<file path="src/rtl/uart_pkg.sv">
// Shared types for the UART receive-to-memory path.
// Receiver/packer state encodings, data width and lane helpers.
package uart_pkg;

    localparam int DATA_BITS = 8;

    typedef enum logic [1:0] {
        R_IDLE,
        R_START,
        R_DATA,
        R_STOP
    } rx_state_e;

    typedef enum logic [1:0] {
        P_IDLE,
        P_COLLECT,
        P_WRITE
    } pk_state_e;

    typedef logic [1:0] lane_t;

    function automatic logic [3:0] lane_mask(lane_t l);
        return 4'b0001 << l;
    endfunction

endpackage

</file>
<file path="src/rtl/uart_rx_dma_if.sv">
// Avalon-MM write-only master bundle used by the UART receive path.
// Master drives the request; slave drives waitrequest.
interface uart_rx_dma_if;
    logic        write;
    logic [15:0] address;
    logic [31:0] writedata;
    logic [3:0]  byteenable;
    logic        waitrequest;

    modport master (
        output write, address, writedata, byteenable,
        input  waitrequest
    );

    modport slave (
        input  write, address, writedata, byteenable,
        output waitrequest
    );
endinterface

</file>
<file path="src/rtl/uart_receiver.sv">
// 8N1 bit-level receiver: 2-flop synchroniser plus an oversampled FSM.
// Emits a one-clk byte_valid with the byte and the sampled stop bit.
module uart_receiver
    import uart_pkg::*;
#(
    parameter int OVERSAMPLE = 16
) (
    input  logic       clk,
    input  logic       rst,
    input  logic       tick,
    input  logic       uart_rx,
    output logic       byte_valid,
    output logic [7:0] rx_byte,
    output logic       stop_ok
);

    localparam int CW = $clog2(OVERSAMPLE);
    localparam logic [CW-1:0] HALF = CW'(OVERSAMPLE / 2 - 1);
    localparam logic [CW-1:0] LAST = CW'(OVERSAMPLE - 1);

    logic [1:0]    sync_q;
    rx_state_e     state_q, state_d;
    logic [CW-1:0] cnt_q, cnt_d;
    logic [2:0]    bit_q, bit_d;
    logic [7:0]    shift_q, shift_d;
    logic          valid_q, valid_d;
    logic          stop_q, stop_d;
    logic          rx_s;

    assign rx_s       = sync_q[1];
    assign byte_valid = valid_q;
    assign rx_byte    = shift_q;
    assign stop_ok    = stop_q;

    always_ff @(posedge clk or posedge rst) begin
        if (rst) begin
            sync_q  <= 2'b11;
            state_q <= R_IDLE;
            cnt_q   <= '0;
            bit_q   <= '0;
            shift_q <= '0;
            valid_q <= 1'b0;
            stop_q  <= 1'b0;
        end else begin
            sync_q  <= {sync_q[0], uart_rx};
            state_q <= state_d;
            cnt_q   <= cnt_d;
            bit_q   <= bit_d;
            shift_q <= shift_d;
            valid_q <= valid_d;
            stop_q  <= stop_d;
        end
    end

    always_comb begin
        state_d = state_q;
        cnt_d   = cnt_q;
        bit_d   = bit_q;
        shift_d = shift_q;
        valid_d = 1'b0;
        stop_d  = stop_q;
        if (tick) begin
            unique case (state_q)
                R_IDLE: begin
                    if (!rx_s) begin
                        state_d = R_START;
                        cnt_d   = '0;
                    end
                end
                R_START: begin
                    // Mid-start sample rejects short glitches.
                    if (cnt_q == HALF) begin
                        if (rx_s) begin
                            state_d = R_IDLE;
                        end else begin
                            state_d = R_DATA;
                            cnt_d   = '0;
                            bit_d   = '0;
                        end
                    end else begin
                        cnt_d = cnt_q + CW'(1);
                    end
                end
                R_DATA: begin
                    if (cnt_q == LAST) begin
                        cnt_d   = '0;
                        shift_d = {rx_s, shift_q[7:1]};
                        if (bit_q == 3'(DATA_BITS - 1)) begin
                            state_d = R_STOP;
                        end else begin
                            bit_d = bit_q + 3'd1;
                        end
                    end else begin
                        cnt_d = cnt_q + CW'(1);
                    end
                end
                R_STOP: begin
                    if (cnt_q == LAST) begin
                        valid_d = 1'b1;
                        stop_d  = rx_s;
                        cnt_d   = '0;
                        state_d = R_IDLE;
                    end else begin
                        cnt_d = cnt_q + CW'(1);
                    end
                end
                default: state_d = R_IDLE;
            endcase
        end
    end

endmodule

</file>
<file path="src/rtl/uart_rx_dma.sv">
// UART receive path packing bytes into 32-bit Avalon-MM writes.
// Optional framing-error detection with UART_RX_FERR_EN.
module uart_rx_dma
    import uart_pkg::*;
#(
    parameter int OVERSAMPLE = 16
) (
    input  logic        clk,
    input  logic        rst,
    input  logic        tick,
    input  logic        uart_rx,
    input  logic        control_recv_start,
    input  logic [15:0] control_recv_start_addr,
    input  logic [15:0] control_recv_stop_addr,
    output logic        control_recv_work,
    output logic        control_recv_overflow,
`ifdef UART_RX_FERR_EN
    output logic        control_recv_ferr,
`endif
    uart_rx_dma_if.master avm_m1
);

    logic       byte_valid;
    logic [7:0] rx_byte;
    logic       stop_ok;
    logic       byte_ok;

    uart_receiver #(.OVERSAMPLE(OVERSAMPLE)) u_rx (
        .clk        (clk),
        .rst        (rst),
        .tick       (tick),
        .uart_rx    (uart_rx),
        .byte_valid (byte_valid),
        .rx_byte    (rx_byte),
        .stop_ok    (stop_ok)
    );

`ifdef UART_RX_FERR_EN
    logic ferr_q, ferr_d;
    assign byte_ok           = byte_valid & stop_ok;
    assign control_recv_ferr = ferr_q;
`else
    logic unused_stop_ok;
    assign unused_stop_ok = stop_ok;
    assign byte_ok        = byte_valid;
`endif

    pk_state_e   st_q, st_d;
    logic [15:0] addr_q, addr_d;
    logic [15:0] stp_q, stp_d;
    logic [31:0] word_q, word_d;
    logic [3:0]  be_q, be_d;
    logic        pend_v_q, pend_v_d;
    logic [7:0]  pend_q, pend_d;
    logic        ovf_q, ovf_d;
    logic        work_q;
    lane_t       lane;
    logic        in_v;
    logic [7:0]  in_b;
    logic        wr;

    assign lane = addr_q[1:0];
    assign wr   = (st_q == P_WRITE);

    assign avm_m1.write      = wr;
    assign avm_m1.address    = wr ? {addr_q[15:2], 2'b00} : 16'h0;
    assign avm_m1.writedata  = wr ? word_q : 32'h0;
    assign avm_m1.byteenable = wr ? be_q : 4'h0;

    assign control_recv_work     = work_q;
    assign control_recv_overflow = ovf_q;

    always_ff @(posedge clk or posedge rst) begin
        if (rst) begin
            st_q     <= P_IDLE;
            addr_q   <= '0;
            stp_q    <= '0;
            word_q   <= '0;
            be_q     <= '0;
            pend_v_q <= 1'b0;
            pend_q   <= '0;
            ovf_q    <= 1'b0;
            work_q   <= 1'b0;
        end else begin
            st_q     <= st_d;
            addr_q   <= addr_d;
            stp_q    <= stp_d;
            word_q   <= word_d;
            be_q     <= be_d;
            pend_v_q <= pend_v_d;
            pend_q   <= pend_d;
            ovf_q    <= ovf_d;
            work_q   <= (st_d != P_IDLE);
        end
    end

`ifdef UART_RX_FERR_EN
    always_ff @(posedge clk or posedge rst) begin
        if (rst) ferr_q <= 1'b0;
        else     ferr_q <= ferr_d;
    end

    always_comb begin
        ferr_d = ferr_q;
        if (st_q == P_IDLE) begin
            if (control_recv_start) ferr_d = 1'b0;
        end else if (byte_valid && !stop_ok) begin
            ferr_d = 1'b1;
        end
    end
`endif

    // The buffered byte is older than any byte arriving now.
    assign in_v = pend_v_q | byte_ok;
    assign in_b = pend_v_q ? pend_q : rx_byte;

    always_comb begin
        st_d     = st_q;
        addr_d   = addr_q;
        stp_d    = stp_q;
        word_d   = word_q;
        be_d     = be_q;
        pend_v_d = pend_v_q;
        pend_d   = pend_q;
        ovf_d    = ovf_q;
        unique case (st_q)
            P_IDLE: begin
                if (control_recv_start) begin
                    addr_d   = control_recv_start_addr;
                    stp_d    = control_recv_stop_addr;
                    word_d   = '0;
                    be_d     = '0;
                    ovf_d    = 1'b0;
                    pend_v_d = 1'b0;
                    st_d     = P_COLLECT;
                end
            end
            P_COLLECT: begin
                if (pend_v_q) begin
                    pend_v_d = byte_ok;
                    if (byte_ok) pend_d = rx_byte;
                end
                if (in_v) begin
                    word_d[{lane, 3'b000} +: 8] = in_b;
                    be_d = be_q | lane_mask(lane);
                    if (addr_q == stp_q || lane == 2'd3) begin
                        st_d = P_WRITE;
                    end else begin
                        addr_d = addr_q + 16'd1;
                    end
                end
            end
            P_WRITE: begin
                if (byte_ok) begin
                    if (pend_v_q) begin
                        ovf_d = 1'b1;
                    end else begin
                        pend_v_d = 1'b1;
                        pend_d   = rx_byte;
                    end
                end
                if (!avm_m1.waitrequest) begin
                    if (addr_q == stp_q) begin
                        st_d = P_IDLE;
                    end else begin
                        addr_d = addr_q + 16'd1;
                        word_d = '0;
                        be_d   = '0;
                        st_d   = P_COLLECT;
                    end
                end
            end
            default: st_d = P_IDLE;
        endcase
    end

endmodule

</file>
<file path="src/flat_wrapper.sv">
// flat-port wrapper written by rule: the top's interface ports become plain ports
module uart_rx_dma_flat import uart_pkg::*;
#(
    parameter int OVERSAMPLE = 16
)
  (clk, rst, tick, uart_rx, control_recv_start, control_recv_start_addr, control_recv_stop_addr, control_recv_work, control_recv_overflow, avm_m1_write, avm_m1_address, avm_m1_writedata, avm_m1_byteenable, avm_m1_waitrequest);
  uart_rx_dma_if avm_m1_i ();
  input  logic clk;
  input  logic rst;
  input  logic tick;
  input  logic uart_rx;
  input  logic control_recv_start;
  input  logic [15:0] control_recv_start_addr;
  input  logic [15:0] control_recv_stop_addr;
  output logic control_recv_work;
  output logic control_recv_overflow;
  output wire logic [$bits(avm_m1_i.write)-1:0] avm_m1_write;
  output wire logic [$bits(avm_m1_i.address)-1:0] avm_m1_address;
  output wire logic [$bits(avm_m1_i.writedata)-1:0] avm_m1_writedata;
  output wire logic [$bits(avm_m1_i.byteenable)-1:0] avm_m1_byteenable;
  input wire logic [$bits(avm_m1_i.waitrequest)-1:0] avm_m1_waitrequest;
  assign avm_m1_write = avm_m1_i.write;
  assign avm_m1_address = avm_m1_i.address;
  assign avm_m1_writedata = avm_m1_i.writedata;
  assign avm_m1_byteenable = avm_m1_i.byteenable;
  assign avm_m1_i.waitrequest = avm_m1_waitrequest;
  uart_rx_dma #(.OVERSAMPLE(OVERSAMPLE)) u_core (.clk(clk), .rst(rst), .tick(tick), .uart_rx(uart_rx), .control_recv_start(control_recv_start), .control_recv_start_addr(control_recv_start_addr), .control_recv_stop_addr(control_recv_stop_addr), .control_recv_work(control_recv_work), .control_recv_overflow(control_recv_overflow), .avm_m1(avm_m1_i));
endmodule
</file>
<file path="config.mk">
export PLATFORM = sky130hd
export DESIGN_NAME = uart_rx_dma_flat
export DESIGN_NICKNAME = d
export VERILOG_FILES = /design/src/rtl/uart_pkg.sv /design/src/rtl/uart_rx_dma_if.sv /design/src/rtl/uart_receiver.sv /design/src/rtl/uart_rx_dma.sv /design/src/flat_wrapper.sv
export SDC_FILE = /design/constraint.sdc
export NUM_CORES = 1
export LEC_CHECK = 0
export ABC_AREA = 1
export BUFFER_PORTS_ARGS = -buffer_cell sky130_fd_sc_hd__buf_2
export CAP_MARGIN = 20
export CORE_MARGIN = 2
export CORE_UTILIZATION = 50
export DETAILED_ROUTE_END_ITERATION = 10
export HOLD_SLACK_MARGIN = 0.06
export PLACE_DENSITY_LB_ADDON = 0.1
export SYNTH_ARGS = -nofsm -noshare
export SYNTH_HDL_FRONTEND = slang
export SYNTH_SLANG_ARGS = --single-unit
export TNS_END_PERCENT = 5
</file>
<file path="constraint.sdc">
create_clock -name clk -period 7.8 [get_ports clk]
set_clock_uncertainty 0.1 [all_clocks]
set_input_delay 0.78 -clock clk [delete_from_list [all_inputs] [get_ports clk]]
set_output_delay 0.78 -clock clk [all_outputs]
set_load 0.1 [all_outputs]
</file>
==> results of run 1 <==
-- critical path, delay by kind of cell (launching register included) --
kind | cells | cell delay, ps
buffers and inverters | 4 | 1120
adder cells (fa/ha/maj) | 1 | 520
AND/OR/NAND/NOR | 1 | 100
flip-flops | 1 | 420
-- per-stage QoR --
step | hold slack, ps | power [W] | utilization (%) | instance area [um2] | cells
after floorplan | 245 | 0.00144 | - | 5970 | 845
after global placement | 247 | 0.00155 | 55.7 | 6420 | 1042
after detailed placement | 249 | 0.00158 | 55.7 | 6420 | 1042
after CTS | 259 | 0.00206 | 58.4 | 6730 | 1058
after global routing | 266 | 0.00221 | 58.5 | 6740 | 1059
final | 259 | 0.00205 | 58.5 | 6740 | 1059
-- power groups by stage --
| stage | combinational [W] | sequential (W) | clock [W] |
|---|---|---|---|
| final | 0.000806 | 0.000772 | 0.000468 |
| after global routing | 0.000924 | 0.000792 | 0.000496 |
| after CTS | 0.000806 | 0.000771 | 0.000480 |
| after detailed placement | 0.000801 | 0.000780 | 0 |
| after global placement | 0.000777 | 0.000773 | 0 |
| after floorplan | 0.000697 | 0.000741 | 0 |
-- kinds of logic after synthesis --
family                     synth area share (%)
buffers and inverters                      11.4
AOI/OAI and AO/OA                          7.66
xor gates and xnor gates                  0.881
other                                    0.0629
and+or+nand+nor                            34.0
adders and majority gates                  2.31
DFF                                        42.4
muxes                                      1.32
-- layer usage --
metal	up-vias	routed length, um	track usage, %
met5	-	0	0
met4	0	186	6.34
met3	14	555	4.12
met2	118	6470	36.6
met1	2484	6500	31.1
li1	2739	-	-
-- flip-flops by register name, summed over array words and instances, names as in the netlist, named ones only --
signal,cells
u_core.pend_q,8
u_core.u_rx.byte_valid,1
u_core.stp_q,16
u_core.be_q,4
u_core.u_rx.cnt_q,4
u_core.u_rx.sync_q,2
u_core.word_q,32
u_core.u_rx.bit_q,3
u_core.control_recv_work,1
u_core.st_q,2
u_core.u_rx.rx_byte,8
u_core.control_recv_overflow,1
u_core.addr_q,16
u_core.pend_v_q,1
u_core.u_rx.state_q,1
-- layout make-up --
type / instances / area, um2
fill: 1122 / 4770
multi-input combinational: 579 / 2760
sequential: 101 / 2530
timing repair buffer: 93 / 480
inverter: 127 / 479
clock buffer: 11 / 253
tap: 143 / 179
clock inverter: 5 / 57.6
-- worst max-delay path by stage --
stage	startpoint	endpoint	slack (ps)	depth (start not counted)
after floorplan	u_core.st_q[0]	avm_m1_writedata[0]	4080	7
after global placement	u_core.st_q[0]	avm_m1_byteenable[0]	4870	6
after detailed placement	u_core.st_q[0]	avm_m1_writedata[6]	4750	6
after CTS	u_core.st_q[0]	avm_m1_writedata[17]	4350	6
after global routing	u_core.st_q[0]	avm_m1_writedata[31]	4170	6
final	u_core.st_q[0]	avm_m1_writedata[17]	4360	6
-- cells in the final DEF, fill, tap and decap left out, types with 10 or more instances in the layout --
| master | Yosys | final |
|---|---|---|
| nor2_1 | 71 | 71 |
| inv_1 | 123 | 122 |
| ha_1 | 11 | 10 |
| buf_2 | 8 | 90 |
| o21ai_0 | 31 | 31 |
| nand3_1 | 65 | 65 |
| nor3_1 | 12 | 12 |
| nand2_1 | 295 | 295 |
| dfrtp_1 | 99 | 99 |
| a21oi_1 | 25 | 25 |
==> results.py, run 1 <==
metrics = {
    "layout": {
        "diodes": 0,
        "nNetsFinal": 960,
        "drive_above_1_share_pct": 16.2,
        "synthToLayoutAreaGrowth_pct": 13.0,
    },
    "power": {
        "power-per-cell-area_nw_per_um2": 304,
        "max-vdd-ir-drop_mv": 0.184,
        "p_switching_w": 0.000891,
        "switching_share_pct": 43.5,
        "internal-power_w": 0.00116,
        "share_comb_of_total_power_pct": 39.4,
        "p_clk_share_pct": 22.9,
        "sequentialPowerShare_pct": 37.7,
        "p_leak_nw": 3.96,
    },
    "yosys": {
        "ys_seq_area_share_pct": 42.4,
        "netlist.area_leader.share_pct": 41.5,
        "synth.distinct_cells": 39,
        "synth_seq_cells": 101,
        "yosys-top-cells-count": "nand2_1, inv_1, dfrtp_1",
        "synth_edf_count": 0,
        "synthesis.area_um2": 5960,
        "synth_top_cell_by_area": "dfrtp_1",
        "synth_area_leaders": "dfrtp_1, nand2_1, inv_1, nand3_1, nor2_1",
        "syn_avg_cell_area_um2": 7.07,
        "synthFlopType": "dfrtp_1",
        "yosysMostFrequentCell": "nand2_1",
        "netlist_instances": 844,
        "async_flop_share_pct": 100,
        "yosys_warnings": 0,
    },
    "timing": {
        "fin_crit_sh_pct": 44.0,
        "maxClockFrequency_mhz": 291,
        "maxSlewHeadroom_pct": 35.1,
        "min_period_ps": 3440,
        "slew_viol_final": 0,
        "layout_setup_ws_ps": 4360,
        "setup_viol": 0,
        "max_slew.worst_pin.slew_ps": 973,
        "rsz0062_at_grt": "false",
        "final_hold_viol_count": 0,
        "tns_ps": 0,
    },
    "status": {
        "status": "finished with violations",
        "violations": "design-rule violations",
    },
    "clock_network": {
        "clk_latency_ps": 350,
        "holdBufCountCts": 0,
        "htreeDepth": 3,
        "post-cts-setup-buffers": 0,
        "cts_sinks": 101,
        "cts_buffers": 9,
        "cts_tree": "done",
        "clkTransAtPathRegs_ps": 70,
        "cts_root_buf": "clkbuf_16",
        "cts_buffer_depth": 2,
        "cts_resized": 0,
    },
    "detailed_routing": {
        "avgRoutedWirePerCell_um": 13.0,
        "avgViaCountPerCell": 5.06,
        "wirelength_um": 13700,
        "vias": 5355,
        "firstDrtPassIters": 8,
        "drcViolationCount": 6,
        "detail-route-antenna-nets": 0,
        "first_iter_violations": 322,
    },
    "critical_path": {
        "crit_type": "reg -> out",
        "slowest_delay_ps": 520,
        "slowest_stage": "ha_2",
        "cp_max_fo": 51,
        "critical_path_arrival_ps": 2560,
        "reg2reg_from": "u_core.st_q[0]",
        "required_ps": 6920,
        "reg2reg_depth": 10,
        "path_cells": "inv_1 -> ha_2 -> buf_4 -> nand2_1 -> inv_1 -> buf_2",
        "r2r-end": "u_core.word_q[3]",
        "endpoint_kind": "output port",
        "ff2ff_setup_slack_ps": 4750,
        "startpoint_type": "flip-flop",
        "cp_common_cell": "inv_1",
    },
    "min_path": {
        "hold_path_depth": 0,
        "hold_path.class": "reg -> reg",
        "min_from": "u_core.u_rx.sync_q[0]",
        "whs_endpoint": "u_core.u_rx.sync_q[1]",
    },
    "die": {
        "fp-row-count": 39,
        "die-area_um2": 12800,
        "core_area_um2": 11500,
        "die_w_um": 113,
        "start_util_pct": 51.8,
        "ios": 93,
        "fp.dieH_um": 113,
    },
    "grt": {
        "grt_pass1_wl_um": 23500,
        "antenna_found_initial": 0,
        "grt_max_degree": 78,
        "grt_pass1_vias": 4967,
        "grt.total_usage_pct": 22.5,
        "grt_overflow_total": 0,
    },
    "placement": {
        "gp_congestion": 0.906,
        "dp_slack_ps": 4750,
        "dp_hpwl_um": 9700,
        "io_buffer_count": 90,
    },
    "run": {
        "drv_cap": 0,
    },
}
No activity file was read; power rests on OpenSTA's default activity.
==> run 2, diff against run 1 <==
--- a/config.mk
+++ b/config.mk
@@ -5,7 +5,7 @@
 export SDC_FILE = /design/constraint.sdc
 export NUM_CORES = 1
 export LEC_CHECK = 0
-export ABC_AREA = 1
+export ABC_AREA = 0
 export BUFFER_PORTS_ARGS = -buffer_cell sky130_fd_sc_hd__buf_2
 export CAP_MARGIN = 20
 export CORE_MARGIN = 2
==> constraint.sdc (replaced) <==
create_clock -name clk -period 3.4 [get_ports clk]
set_clock_uncertainty 0.1 [all_clocks]
set_input_delay 0.34 -clock clk [delete_from_list [all_inputs] [get_ports clk]]
set_output_delay 0.34 -clock clk [all_outputs]
set_load 0.1 [all_outputs]
==> run 2 against run 1 <==
Synthesized cell count decreased by 37%. Worst hold slack lost 170 ps. Critical endpoint is now avm_m1_address[13]. The run now ends clean. Non-clock buffer count is 4 higher. Clock power is 76% higher. Cell area is 5.3% lower. Sequential power increased by 140%. Clock-buffer cell count down 2. Critical path depth up 1. First-iteration DRC count is 7.1% lower.
==> results.py, run 2 <==
metrics = {
    "grt": {
        "antenna_found_initial": 0,
        "grt_pass1_wl_um": 20400,
        "grt_overflow_total": 0,
        "grt.total_usage_pct": 22.1,
        "grt_pass1_vias": 4049,
        "grt_max_degree": 59,
    },
    "yosys": {
        "synth_top_cell_by_area": "dfrtp_1",
        "netlist_instances": 530,
        "async_flop_share_pct": 100,
        "ys_seq_area_share_pct": 45.0,
        "netlist.area_leader.share_pct": 44.1,
        "synth_area_leaders": "dfrtp_1, mux2_2, and2_1, nor2_1, nand2_1",
        "syn_avg_cell_area_um2": 10.6,
        "yosys_warnings": 0,
        "synthFlopType": "dfrtp_1",
        "synth_seq_cells": 101,
        "yosys-top-cells-count": "dfrtp_1, and2_1, mux2_2, nor2_1, nand2_1",
        "synth.distinct_cells": 66,
        "synth_edf_count": 0,
        "yosysMostFrequentCell": "dfrtp_1",
        "synthesis.area_um2": 5620,
    },
    "critical_path": {
        "worst-path-buf-inv": 5,
        "cp_common_cell": "buf_4",
        "crit_type": "reg -> out",
        "cp_max_fo": 54,
        "r2r-end": "u_core.word_q[0]",
        "slowest_delay_ps": 440,
        "endpoint_kind": "output port",
        "required_ps": 2960,
        "crit_family": "buffers and inverters",
        "reg2reg_depth": 6,
        "critical_path_arrival_ps": 2310,
        "startpoint_type": "flip-flop",
        "reg2reg_from": "u_core.pend_v_q",
        "slowest_stage": "dfrtp_1",
        "ff2ff_setup_slack_ps": 720,
        "path_cells": "inv_1 -> ha_1 -> buf_4 -> clkinv_1 -> buf_4 -> nor2_1 -> buf_12",
    },
    "placement": {
        "dp_hpwl_um": 9290,
        "gp_congestion": 0.893,
        "dp_slack_ps": 708,
        "placed_area_um2": 6150,
        "io_buffer_count": 90,
        "place_inst": 736,
    },
    "timing": {
        "maxSlewHeadroom_pct": 46.7,
        "min_period_ps": 2750,
        "layout_setup_ws_ps": 652,
        "setup_viol": 0,
        "maxClockFrequency_mhz": 364,
        "max_slew.worst_pin.slew_ps": 798,
        "slew_viol_final": 0,
        "final_hold_viol_count": 0,
        "fin_crit_sh_pct": 80.8,
        "rsz0062_at_grt": "false",
        "hold_ws_ps": 90.4,
    },
    "detailed_routing": {
        "detail-route-antenna-nets": 0,
        "wl_met3_um": 686,
        "firstDrtPassIters": 5,
        "avgRoutedWirePerCell_um": 16.7,
        "vias": 4271,
        "top_layer_used": "met4",
        "met1_length_um": 5680,
        "avgViaCountPerCell": 5.66,
        "drcViolationCount": 0,
        "route.met2.wl_um": 6030,
        "wirelength_um": 12600,
        "first_iter_violations": 299,
    },
    "die": {
        "die_w_um": 110,
        "fp.dieH_um": 110,
        "ios": 93,
        "fp-row-count": 38,
        "die-area_um2": 12100,
        "start_util_pct": 51.6,
        "core_area_um2": 10900,
    },
    "clock_network": {
        "holdBufCountCts": 2,
        "cts_sinks": 101,
        "cts_tree": "done",
        "cts_buffers": 9,
        "cts_root_buf": "clkbuf_8",
        "htreeDepth": 3,
        "cts_resized": 0,
        "cts_buffer_depth": 2,
        "clk_latency_ps": 380,
        "clkTransAtPathRegs_ps": 110,
        "post-cts-setup-buffers": 0,
    },
    "power": {
        "sequentialPowerShare_pct": 49.8,
        "p_switching_w": 0.00136,
        "power-per-cell-area_nw_per_um2": 576,
        "max-vdd-ir-drop_mv": 0.396,
        "switching_share_pct": 37.0,
        "p_clk_share_pct": 22.4,
        "p_leak_nw": 2.94,
        "internal-power_w": 0.00232,
        "share_comb_of_total_power_pct": 27.8,
    },
    "layout": {
        "fin_area_um2": 6380,
        "diodes": 0,
        "drive_above_1_share_pct": 29.8,
        "synthToLayoutAreaGrowth_pct": 13.6,
        "largest_reg_flops": 32,
        "nNetsFinal": 658,
        "seq_area_um2": 2530,
        "final_cells": 754,
        "multi_input_area_um2": 2820,
        "fill_cells": 963,
        "top_regs": "u_core.word_q: 32 flops, u_core.addr_q: 16 flops, u_core.stp_q: 16 flops",
        "mostFrequentLayoutCell": "dfrtp_1",
        "regMostFlops": "u_core.word_q",
        "layout_common_cells": "dfrtp_1, buf_2, and2_1",
    },
    "min_path": {
        "whs_endpoint": "u_core.stp_q[2]",
        "hold_path_depth": 2,
        "min_from": "control_recv_stop_addr[2]",
        "hold_path.class": "in -> reg",
    },
    "status": {
        "status": "finished clean",
    },
    "run": {
        "drv_cap": 0,
    },
}
run 2: cell count changes in the layout (fill, tap and decap cells not counted), moves of 10 or more:
cell	change
inv_1	-108
nor2_1	-27
nand3_1	-51
mux2i_1	+10
o31ai_1	+13
and2_1	+47
nand2_1	-254
mux2_2	+37
run 2: logic make-up after synthesis:
logic type / after synthesis / share of synthesized area (%)
AND/OR/NAND/NOR: 182 / 17.2
AO/OA/AOI/OAI: 117 / 15.5
flip-flops: 101 / 45.0
multiplexers: 54 / 10.6
buffers and inverters: 47 / 4.90
XOR/XNOR: 17 / 4.25
adder cells (fa/ha/maj): 11 / 2.45
other: 1 / 0.0668
run 2: cell type report:
| type | count | area share (%) |
|---|---|---|
| clock inverter | 7 | 1.43 |
| multi-input combinational | 383 | 44.1 |
| sequential | 101 | 39.6 |
| clock buffer | 9 | 1.94 |
| tap | 140 | 2.74 |
| inverter | 17 | 1.04 |
| timing repair buffer | 97 | 9.10 |
run 2: worst max path at each step:
stage | startpoint | endpoint | slack, ps | cells past startpoint
6_report | u_core.st_q[0] | avm_m1_address[13] | 650 | 7
5_1_grt | u_core.st_q[0] | avm_m1_address[13] | 510 | 7
4_1_cts | u_core.st_q[0] | avm_m1_address[13] | 620 | 7
3_5_place_dp | u_core.pend_v_q | u_core.word_q[2] | 710 | 6
3_3_place_gp | u_core.pend_v_q | u_core.word_q[6] | 760 | 6
2_1_floorplan | u_core.st_q[0] | avm_m1_address[13] | -260 | 5
run 2: routing by layer:
| layer | GRT usage [%] | vias to the layer above |
|---|---|---|
| li1 | - | 2034 |
| met1 | 30.1 | 2066 |
| met2 | 35.6 | 157 |
| met3 | 3.29 | 14 |
| met4 | 8.50 | 0 |
| met5 | 0 | - |
run 2: power groups by stage:
stage          clock network [W]  registers, W  logic [W]
5_1_grt                 0.000893       0.00187    0.00112
4_1_cts                 0.000848       0.00183    0.00102
3_5_place_dp                   0       0.00185    0.00102
6_report                0.000825       0.00183    0.00102
3_3_place_gp                   0       0.00184   0.000992
2_1_floorplan                  0       0.00164    0.00103
run 2: per-stage QoR:
step	power [W]	utilization (%)	setup TNS, ps
after floorplan	0.00267	-	-1030
after global placement	0.00284	56.5	0
after detailed placement	0.00287	56.5	0
after CTS	0.00370	58.6	0
after global routing	0.00388	58.6	0
final	0.00368	58.6	0
==> run 3, diff against run 2 <==
==> constraint.sdc (replaced) <==
create_clock -name clk -period 2.5 [get_ports clk]
set_clock_uncertainty 0.1 [all_clocks]
set_input_delay 0.25 -clock clk [delete_from_list [all_inputs] [get_ports clk]]
set_output_delay 0.25 -clock clk [all_outputs]
set_load 0.1 [all_outputs]
==> run 3 against run 2 <==
Power rose by 43%. First-iteration DRC count rose by 1.7%. Cell count rose by 7.4%. Core utilization rose by 5.1 points. Highest routed layer unchanged.
==> results.py, run 3 (synthesis results as in run 2) <==
metrics = {
    "grt": {
        "grt_overflow_total": 0,
        "grt.total_usage_pct": 24.3,
        "grt_pass1_vias": 4328,
        "grt_max_degree": 83,
        "grt_pass1_wl_um": 22100,
        "antenna_found_initial": 0,
    },
    "critical_path": {
        "slowest_stage": "a2111o_1",
        "slowest_delay_ps": 470,
        "critical_path_arrival_ps": 2590,
        "reg2reg_from": "u_core.st_q[0]",
        "cp_max_fo": 8,
        "path_cells": "inv_1 -> ha_1 -> nor2b_1 -> a2111o_1 -> a21oi_2 -> nor2b_1 -> buf_4 -> mux2_2",
        "startpoint_type": "flip-flop",
        "worst-path-buf-inv": 2,
        "required_ps": 2670,
        "startpoint": "u_core.st_q[0]",
        "crit_family": "compound AO/OA/AOI/OAI gates",
        "crit_type": "reg -> reg",
        "endpoint_kind": "flip-flop",
        "ff2ff_setup_slack_ps": 90,
        "cp_common_cell": "nor2b_1",
    },
    "clock_network": {
        "cts_sinks": 101,
        "cts_buffers": 9,
        "cts_tree": "done",
        "cts_buffer_depth": 2,
        "clkTransAtPathRegs_ps": 100,
        "cts_root_buf": "clkbuf_8",
        "htreeDepth": 3,
        "clk_latency_ps": 390,
    },
    "layout": {
        "drive_above_1_share_pct": 36.4,
        "nNetsFinal": 714,
        "fill_cells": 904,
        "layout_common_cells": "dfrtp_1, buf_2, mux2_2",
        "regMostFlops": "u_core.word_q",
        "top_regs": "u_core.word_q: 32 flops, u_core.addr_q: 16 flops, u_core.stp_q: 16 flops",
        "largest_reg_flops": 32,
        "diodes": 0,
        "synthToLayoutAreaGrowth_pct": 23.5,
        "final_util_pct": 63.7,
        "mostFrequentLayoutCell": "dfrtp_1",
    },
    "detailed_routing": {
        "vias": 4524,
        "first_iter_violations": 304,
        "drcViolationCount": 0,
        "wirelength_um": 13800,
        "firstDrtPassIters": 5,
        "detail-route-antenna-nets": 0,
        "avgViaCountPerCell": 5.59,
        "avgRoutedWirePerCell_um": 17.0,
    },
    "placement": {
        "dp_hpwl_um": 9940,
        "gp_congestion": 0.920,
        "io_buffer_count": 90,
    },
    "power": {
        "max-vdd-ir-drop_mv": 0.727,
        "p_leak_nw": 3.21,
        "power-per-cell-area_nw_per_um2": 760,
    },
    "status": {
        "status": "finished clean",
    },
    "die": {
        "fp-row-count": 38,
        "ios": 93,
        "fp.dieH_um": 110,
        "core_area_um2": 10900,
        "start_util_pct": 51.6,
        "die-area_um2": 12100,
        "die_w_um": 110,
    },
    "timing": {
        "min_period_ps": 2410,
        "hold_ws_ps": 83.6,
        "setup_viol": 0,
        "maxSlewHeadroom_pct": 48.1,
        "maxClockFrequency_mhz": 415,
        "final_hold_viol_count": 0,
        "slew_viol_final": 0,
        "max_slew.worst_pin.slew_ps": 776,
        "fin_crit_sh_pct": 96.5,
    },
    "run": {
        "drv_cap": 0,
    },
    "min_path": {
        "min_from": "control_recv_start_addr[14]",
        "hold_path.class": "in -> reg",
    },
}
[run 3: changes by cell type in the layout (fill, tap and decap cells not counted), sizes merged]
cell         delta
inv             -3
dlygate4sd3    +20
clkbuf          +1
bufinv          +1
buf            +36
clkinvlp        +1
[run 3: layout make-up]
| class | count | area [um2] | share of cell area (%) |
|---|---|---|---|
| clock buffers | 10 | 128 | 1.84 |
| clock inverters | 6 | 86.3 | 1.25 |
| inverters | 17 | 67.6 | 0.974 |
| multi-input cells | 383 | 2880 | 41.5 |
| flip-flops and latches | 101 | 2530 | 36.5 |
| well taps | 140 | 175 | 2.53 |
| repair buffers | 153 | 1060 | 15.3 |
[run 3: final timing paths]
kind / end / cells after the start
max in group asynchronous: u_core.st_q[1] / 4
min in group asynchronous: u_core.word_q[28] / 3
worst min-delay path: u_core.addr_q[14] / 3
worst min register to register: u_core.u_rx.sync_q[1] / 0
worst max-delay path: u_core.word_q[3] / 8
worst max register to register: u_core.word_q[3] / 8
[run 3: repair_timing]
item	in CTS	in global routing
resized for setup	2	4
hold endpoints to repair	38	0
pin swaps	0	1
endpoints found under the setup margin	41	44
buffers inserted	0	4
hold buffers	22	0
[run 3: power breakdown]
part / total (W) / internal (W) / switching, W
clock: 0.00115 / 0.000564 / 0.000590
sequential: 0.00237 / 0.00196 / 0.000410
combinational: 0.00174 / 0.000860 / 0.000885
[run 3: worst reg2reg max path, delay by kind of cell, from the launching register on]
family                     cells  cell delay (ps)
DFF                            1              400
muxes                          1              350
and+or+nand+nor                2              320
buffers and inverters          2              280
adders and majority gates      1              230
AOI/OAI and AO/OA              2              640
[run 3: metal layers]
metal / part of all wire [%] / vias to the layer above / track usage, %
li1: - / 2164 / -
met1: 44 / 2188 / 33.2
met2: 48 / 151 / 37.9
met3: 6.3 / 21 / 5.94
met4: 1.8 / 0 / 8.41
met5: 0 / - / 0
[run 3: stage by stage]
step | setup WS (ps) | TNS, ps | cells | total power [W] | cell area [um2]
after floorplan | -205 | -2690 | 531 | 0.00365 | 5690
after global placement | 72.8 | 0 | 768 | 0.00407 | 6450
after detailed placement | 23.7 | 0 | 768 | 0.00410 | 6450
after CTS | 10.9 | 0 | 806 | 0.00529 | 6900
after global routing | -30.4 | -129 | 810 | 0.00557 | 6930
final | 87.8 | 0 | 810 | 0.00527 | 6930
